## src/rtl/uart_pkg.sv

```systemverilog
// Shared definitions for the UART core (transmitter and receiver).
// Holds the FSM state encoding, parity modes, frame width and the parity helper.
package uart_pkg;

    localparam int DATA_BITS = 8;

    localparam int PAR_NONE = 0;
    localparam int PAR_EVEN = 1;
    localparam int PAR_ODD  = 2;

    typedef enum logic [2:0] {
        ST_IDLE   = 3'd0,
        ST_START  = 3'd1,
        ST_DATA   = 3'd2,
        ST_PARITY = 3'd3,
        ST_STOP   = 3'd4
    } uart_state_t;

    // Even parity is the plain XOR of the data bits; odd parity inverts it.
    function automatic logic parity_bit(input logic [DATA_BITS-1:0] data, input int mode);
        return (^data) ^ (mode == PAR_ODD);
    endfunction

endpackage

```

## src/rtl/uart_tx.sv

```systemverilog
// 8-bit UART transmitter: valid/ready input with one-byte holding register,
// LSB-first framing with optional parity and 1 or 2 stop bits, timed by an external 1x baud strobe.
module uart_tx
    import uart_pkg::*;
#(
    parameter int PARITY    = PAR_NONE,
    parameter int STOP_BITS = 1
) (
    input  logic       i_clk,
    input  logic       i_rst,
    input  logic [7:0] i_data,
    input  logic       i_valid,
    output logic       o_ready,
    input  logic       i_txpulse,
    output logic       o_txd,
    output logic       o_txsync,
    output logic       o_busy
);

    localparam logic [2:0] LAST_BIT   = 3'(DATA_BITS - 1);
    localparam logic       EXTRA_STOP = (STOP_BITS == 2);

    uart_state_t state_reg, state_next;
    logic [7:0]  sh_reg, sh_next;
    logic [2:0]  bit_cnt_reg, bit_cnt_next;
    logic        stop_cnt_reg, stop_cnt_next;
    logic        par_reg, par_next;
    logic [7:0]  hold_data_reg, hold_data_next;
    logic        hold_valid_reg, hold_valid_next;
    logic        txd_reg, txd_next;
    logic        txsync_reg, txsync_next;
    logic        ready_reg;
    logic        load;

    always_ff @(posedge i_clk) begin
        if (i_rst) begin
            state_reg      <= ST_IDLE;
            sh_reg         <= '0;
            bit_cnt_reg    <= '0;
            stop_cnt_reg   <= 1'b0;
            par_reg        <= 1'b0;
            hold_data_reg  <= '0;
            hold_valid_reg <= 1'b0;
            txd_reg        <= 1'b1;
            txsync_reg     <= 1'b0;
            ready_reg      <= 1'b1;
        end else begin
            state_reg      <= state_next;
            sh_reg         <= sh_next;
            bit_cnt_reg    <= bit_cnt_next;
            stop_cnt_reg   <= stop_cnt_next;
            par_reg        <= par_next;
            hold_data_reg  <= hold_data_next;
            hold_valid_reg <= hold_valid_next;
            txd_reg        <= txd_next;
            txsync_reg     <= txsync_next;
            ready_reg      <= !hold_valid_next;
        end
    end

    always_comb begin
        state_next      = state_reg;
        sh_next         = sh_reg;
        bit_cnt_next    = bit_cnt_reg;
        stop_cnt_next   = stop_cnt_reg;
        par_next        = par_reg;
        hold_data_next  = hold_data_reg;
        hold_valid_next = hold_valid_reg;
        txd_next        = txd_reg;
        txsync_next     = 1'b0;
        load            = 1'b0;

        // ready_reg mirrors !hold_valid_reg, so an accept never collides with a load.
        if (i_valid && ready_reg) begin
            hold_valid_next = 1'b1;
            hold_data_next  = i_data;
        end

        case (state_reg)
            ST_IDLE: begin
                txd_next = 1'b1;
                if (hold_valid_reg) begin
                    load        = 1'b1;
                    txsync_next = 1'b1;
                end
            end
            ST_START: begin
                if (i_txpulse) begin
                    txd_next     = sh_reg[0];
                    bit_cnt_next = '0;
                    state_next   = ST_DATA;
                end
            end
            ST_DATA: begin
                if (i_txpulse) begin
                    if (bit_cnt_reg == LAST_BIT) begin
                        stop_cnt_next = EXTRA_STOP;
                        if (PARITY != PAR_NONE) begin
                            txd_next   = par_reg;
                            state_next = ST_PARITY;
                        end else begin
                            txd_next   = 1'b1;
                            state_next = ST_STOP;
                        end
                    end else begin
                        sh_next      = sh_reg >> 1;
                        txd_next     = sh_reg[1];
                        bit_cnt_next = bit_cnt_reg + 3'd1;
                    end
                end
            end
            ST_PARITY: begin
                if (i_txpulse) begin
                    txd_next   = 1'b1;
                    state_next = ST_STOP;
                end
            end
            ST_STOP: begin
                if (i_txpulse) begin
                    if (stop_cnt_reg) begin
                        stop_cnt_next = 1'b0;
                    end else if (hold_valid_reg) begin
                        // Back-to-back: baud generator is already aligned, no resync.
                        load = 1'b1;
                    end else begin
                        txd_next   = 1'b1;
                        state_next = ST_IDLE;
                    end
                end
            end
            default: begin
                txd_next   = 1'b1;
                state_next = ST_IDLE;
            end
        endcase

        if (load) begin
            sh_next         = hold_data_reg;
            par_next        = parity_bit(hold_data_reg, PARITY);
            hold_valid_next = 1'b0;
            txd_next        = 1'b0;
            state_next      = ST_START;
        end
    end

    assign o_ready  = ready_reg;
    assign o_txd    = txd_reg;
    assign o_txsync = txsync_reg;
    assign o_busy   = (state_reg != ST_IDLE);

endmodule

```

## config.mk

```make
export PLATFORM = sky130hd
export DESIGN_NAME = uart_tx
export DESIGN_NICKNAME = d
export VERILOG_FILES = /design/src/rtl/uart_pkg.sv /design/src/rtl/uart_tx.sv
export SDC_FILE = /design/constraint.sdc
export NUM_CORES = 1
export LEC_CHECK = 0
export BUFFER_PORTS_ARGS = -buffer_cell sky130_fd_sc_hd__buf_4
export CORE_ASPECT_RATIO = 1.25
export CORE_MARGIN = 2
export CORE_UTILIZATION = 40
export DETAILED_ROUTE_END_ITERATION = 8
export SYNTH_ARGS = -nofsm -noshare
export SYNTH_HDL_FRONTEND = slang
export SYNTH_SLANG_ARGS = --single-unit
```

## constraint.sdc

```tcl
create_clock -name i_clk -period 2.29 [get_ports i_clk]
set_clock_uncertainty 0.15 [all_clocks]
set_input_delay 0.1145 -clock i_clk [delete_from_list [all_inputs] [get_ports i_clk]]
set_output_delay 0.1145 -clock i_clk [all_outputs]
set_load 0.02 [all_outputs]
```

# --- Word-level counts from Yosys, hierarchy flattened ---
# Cells that the tools add are included.
op_classes:
  eq_ne: 22
  add_sub_neg: 1
  n_mux: 36
  bitwise_logic: 1
  reduce_logical: 16
op_table:
  columns: ["cell", "n"]
  rows:
  - ["$mux W8", 4]
  - ["$mux W3", 10]
  - ["$ne A3 B3 Y1 const B", 7]
  - ["$ne A2 B2 Y1 const B", 10]
  - ["$mux W1", 17]
  - ["$reduce_and A8 Y1", 2]
  - ["$pmux W3 S5", 1]
  - ["$reduce_and A4 Y1", 2]
  - ["$reduce_bool A2 Y1", 4]
  - ["$eq A3 B2 Y1 const B", 2]
  - ["$eq A3 B3 Y1 const B", 2]
  - ["$pmux W3 S2", 1]
  - ["$reduce_and A6 Y1", 1]
  - ["$pmux W1 S2", 2]
  - ["$pmux W1 S4", 1]
  - ["$reduce_or A2 Y1", 2]
  - ["$add A3 B1 Y3 const B", 1]
  - ["$eq A3 B1 Y1 const B", 1]
  - ["$logic_not A3 Y1", 1]
  - ["$reduce_and A3 Y1", 1]
  - ["$reduce_bool A3 Y1", 1]
  - ["$logic_and A1 B1 Y1", 1]
  - ["$logic_not A1 Y1", 1]
  - ["$not A1 Y1", 1]
word_totals:
  wordCells: 86
  output_inout_bits: 4
  inputBits: 12
  ff_bits: 27

# --- Longest topological paths before layout ---
logic_depth:
  depth_word: 6
  mapped_depth: 6
  ltp_nobuf: 6

# --- Least setup slack after synthesis ---
# No wires, ideal clock.
synth_path:
  kind: "register -> register"
  from: "register bit_cnt_reg[0]"
  to: "register bit_cnt_reg[1]"
  setup_time_ns: 0.070
  required_time_ns: 2.070
  period_less_slack_ns: 1.967
  path_slack_ns: 0.323
  path_stages_with_launch: 7
  arrival_ns: 1.746
  n_path_buf: 0
  cell_sequence: "dfxtp_1 > ha_1 > ha_1 > or3b_1 > a211o_1 > or2_0 > a21oi_1"
synth_between:
  elab_chain_len: 4
  word_cells_on_any_way: 7
  classes_between: "add/sub: 1; eq/ne: 2; mux: 3; reduce/logical: 1"
synth_rtl:
  columns: ["item", "line", "rtl"]
  rows:
  - ["start, declared", "uart_tx.sv:25", "logic [2:0] bit_cnt_reg, bit_cnt_next;"]
  - ["start signal, assigned", "uart_tx.sv:50", "bit_cnt_reg <= bit_cnt_next;"]
  - ["$add A3 B1 Y3", "uart_tx.sv:108", "bit_cnt_next = bit_cnt_reg + 3'd1;"]
  - ["$mux W3", "uart_tx.sv:96", "if (bit_cnt_reg == LAST_BIT) begin"]
  - ["$mux W3", "uart_tx.sv:95", "if (i_txpulse) begin"]
  - ["$pmux W3 S2", "uart_tx.sv:79", "case (state_reg)"]
# Parallel ways exist; a longest one is shown, timed or not. The select of a mux whose other input is x is not followed.
# A chain may end at the register's enable or synchronous reset.

# --- Final worst setup path ---
layout_path:
  from: "register ready_reg (netlist: o_ready)"
  to: "register hold_data_reg[1]"
layout_between:
  elab_chain_len: 1
layout_rtl:
  columns: ["item", "line", "rtl"]
  rows:
  - ["start, declared", "uart_tx.sv:32", "logic ready_reg;"]
  - ["start signal, assigned", "uart_tx.sv:57", "ready_reg <= !hold_valid_next;"]
  - ["$logic_and A1 B1 Y1", "uart_tx.sv:74", "if (i_valid && ready_reg) begin"]
  - ["end signal, assigned", "uart_tx.sv:53", "hold_data_reg <= hold_data_next;"]
  - ["end, declared", "uart_tx.sv:28", "logic [7:0] hold_data_reg, hold_data_next;"]
# No other way between the ends.

==> impl_metrics.tcl <==
set metrics [dict create \
    holdPathStages 4 \
    cts_buffers 3 \
    cp.required_ns 2.41 \
    synth-edff-count 0 \
    dr.pass1.iters 4 \
    peakVddDrop_uv 465 \
    detail_route.wl_per_cell_um 12.8 \
    p_per_area_mw_per_mm2 629 \
    root_buffer "clkbuf_4" \
    worstMarginPinSlew_ns 0.458 \
    start_util_pct 41.1 \
    final_nets 191 \
    yosysWarnings 0 \
    synthesis.area_mm2 0.00118 \
    avgSynthCellArea_um2 8.52 \
    worst_slack_ns 0.216 \
    grt_pass1_wl_um 4960 \
    first_global_vias 1168 \
    vias_per_cell 5.34 \
    drive_gt1_share_pct 14.9 \
    r2r_start "o_ready" \
    core_mm2 0.00286 \
    drv_cap 0 \
    port-buffer-count 15 \
    finalHoldViolCount 0 \
    drt_iter0_drc 18 \
    worstHoldPathType "input port to flop" \
    syn_nets 152 \
    p_leak_nw 0.638 \
    dieWidth_um 52.5 \
    ant_nets 0 \
    synth_ff_type "dfxtp_1" \
    grt_max_degree 26 \
    yosysTopAreaCell "dfxtp_1" \
    syn_to_final_growth_pct 36.2 \
    antenna_found_initial 0 \
    r2r_cells 4 \
    endpoint_kind "flop" \
    path_class "flop to flop" \
    crit_fanout 11 \
    synth.distinct_cells 31 \
    grt_overflow 0 \
    clk_path_buf_depth 2 \
    fillers 280 \
    rsz0062_at_grt "false" \
    diodes 0 \
    grtUsageTotal_pct 18.9 \
    r2r_slack_ns 0.22 \
    ys_ff_latch 26 \
    cts_tree "yes" \
    max_freq_ghz 0.482 \
    r2r_end "hold_data_reg[1]" \
    die_h_um 64.6 \
    path_clk_slew_ns 0.13 \
    hp-start "i_txpulse" \
    synth.area.top_cells "dfxtp_1, mux2i_1, a21oi_1" \
    synth_cells 138 \
    synth_top_cell_area_share_pct 44.3 \
    pre_cts_slack_ns 0.239 \
    ys_seq_area_share_pct 44.3 \
    synthTopCellsByCount "dfxtp_1, a21oi_1, nand2_1" \
    finalSetupTns_ns 0 \
    synthArstFlopShare_pct 0 \
    period_needed_ns 2.07 \
    cts.sink_count 26 \
    gp_congestion 0.765 \
    finalCritPeriodShare_pct 90.6 \
    dieArea_mm2 0.00339 \
    std_cell_rows 22 \
    drv_slew 0 \
    cts_setup_buffers 0 \
    hold_slack_ns 0.0400 \
    clkLatencyLatePin_ns 0.31 \
    num_io_pins 16 \
    vias 1126 \
    cts_max_level 1 \
    hold-path-endpoint "state_reg[1]" \
    arrival_ns 2.19 \
    outcome "completed" \
    drc_errors 0 \
    drt-total-wl_um 2700 \
    total_power_w 0.00101 \
    dp_hpwl_um 1740 \
    cp-start-kind "flop" \
    yosysMostFrequentCell "dfxtp_1" \
    setup_viol 0 \
    slew_headroom_pct 69.4 \
]
## where the power goes
part	internal (W)	leakage (nW)	switching [W]	total (W)
clock	0.0000615	0.0138	0.000127	0.000188
sequential	0.000499	0.213	0.0000391	0.000538
combinational	0.000144	0.411	0.000136	0.000280
total	0.000705	0.638	0.000302	0.00101
## final cells by class
| class | count | area [µm²] | share of cell area, % |
|---|---|---|---|
| Clock buffer | 3 | 22.5 | 1.41 |
| Timing Repair Buffer | 45 | 400 | 25.0 |
| Inverter | 3 | 11.3 | 0.703 |
| Tap cell | 36 | 45.0 | 2.81 |
| Sequential cell | 26 | 522 | 32.6 |
| Multi-Input combinational cell | 98 | 601 | 37.5 |
## critical path, cell delays in order (launching register included)
cell           delay [ns]
dfxtp_2              0.46
nand3_1              0.09
dlygate4sd3_1        0.57
a21oi_1              0.17
dlygate4sd3_1        0.58
## what timing repair did
action | in CTS | in global routing
hold endpoints to repair | 15 | 0
setup endpoints to repair | 0 | 1
hold buffers | 25 | 0
resized for setup | 0 | 1
## cells in the final DEF, fill, tap and decap left out, types with 2 or more instances in the layout
cell           Yosys  layout
nand3_1           12      12
a21oi_1           14      14
ha_1               2       2
mux2i_1            8       8
nor2_1             5       5
inv_1              2       2
or3_1              2       2
nor3_1            10      10
nand2b_1           3       3
dlygate4sd3_1      0      25
clkbuf_4           0       3
nor2b_1            2       2
or2_0              3       3
o21ai_0            2       2
a211oi_1           8       8
buf_4              0      20
dfxtp_1           26      25
nand2_1           14      14
## cell families after synthesis
family | synth area share [%]
AO/OA/AOI/OAI | 16.5
flip-flops | 44.3
AND/OR/NAND/NOR | 25.6
multiplexers | 6.81
adder cells (fa/ha/maj) | 2.13
buffers and inverters | 4.68
## worst max-delay path by stage
| stage | from | to | cells after the start |
|---|---|---|---|
| floorplan | bit_cnt_reg[0] | bit_cnt_reg[1] | 6 |
| global placement | bit_cnt_reg[0] | bit_cnt_reg[1] | 6 |
| detailed placement | bit_cnt_reg[0] | bit_cnt_reg[1] | 6 |
| CTS | o_ready | hold_data_reg[6] | 4 |
| global route | o_ready | hold_data_reg[1] | 4 |
| finish | o_ready | hold_data_reg[1] | 4 |
## stage by stage
stage,instance area [µm²],util [%],std cells
2_1_floorplan,1180,-,138
3_3_place_gp,1330,46.4,183
3_5_place_dp,1330,46.4,183
4_1_cts,1600,55.9,211
5_1_grt,1600,55.9,211
6_report,1600,55.9,211
## per-layer routing
metal	GRT usage [%]	part of all wire, %	up-vias	routed length, µm
met4	6.41	0.67	0	18
met1	22.9	44	529	1190
met2	33.4	52	26	1400
met5	0	0	-	0
li1	-	-	569	-
met3	2.30	3.3	2	89
Note: power is estimated with default switching activity, not from simulation.
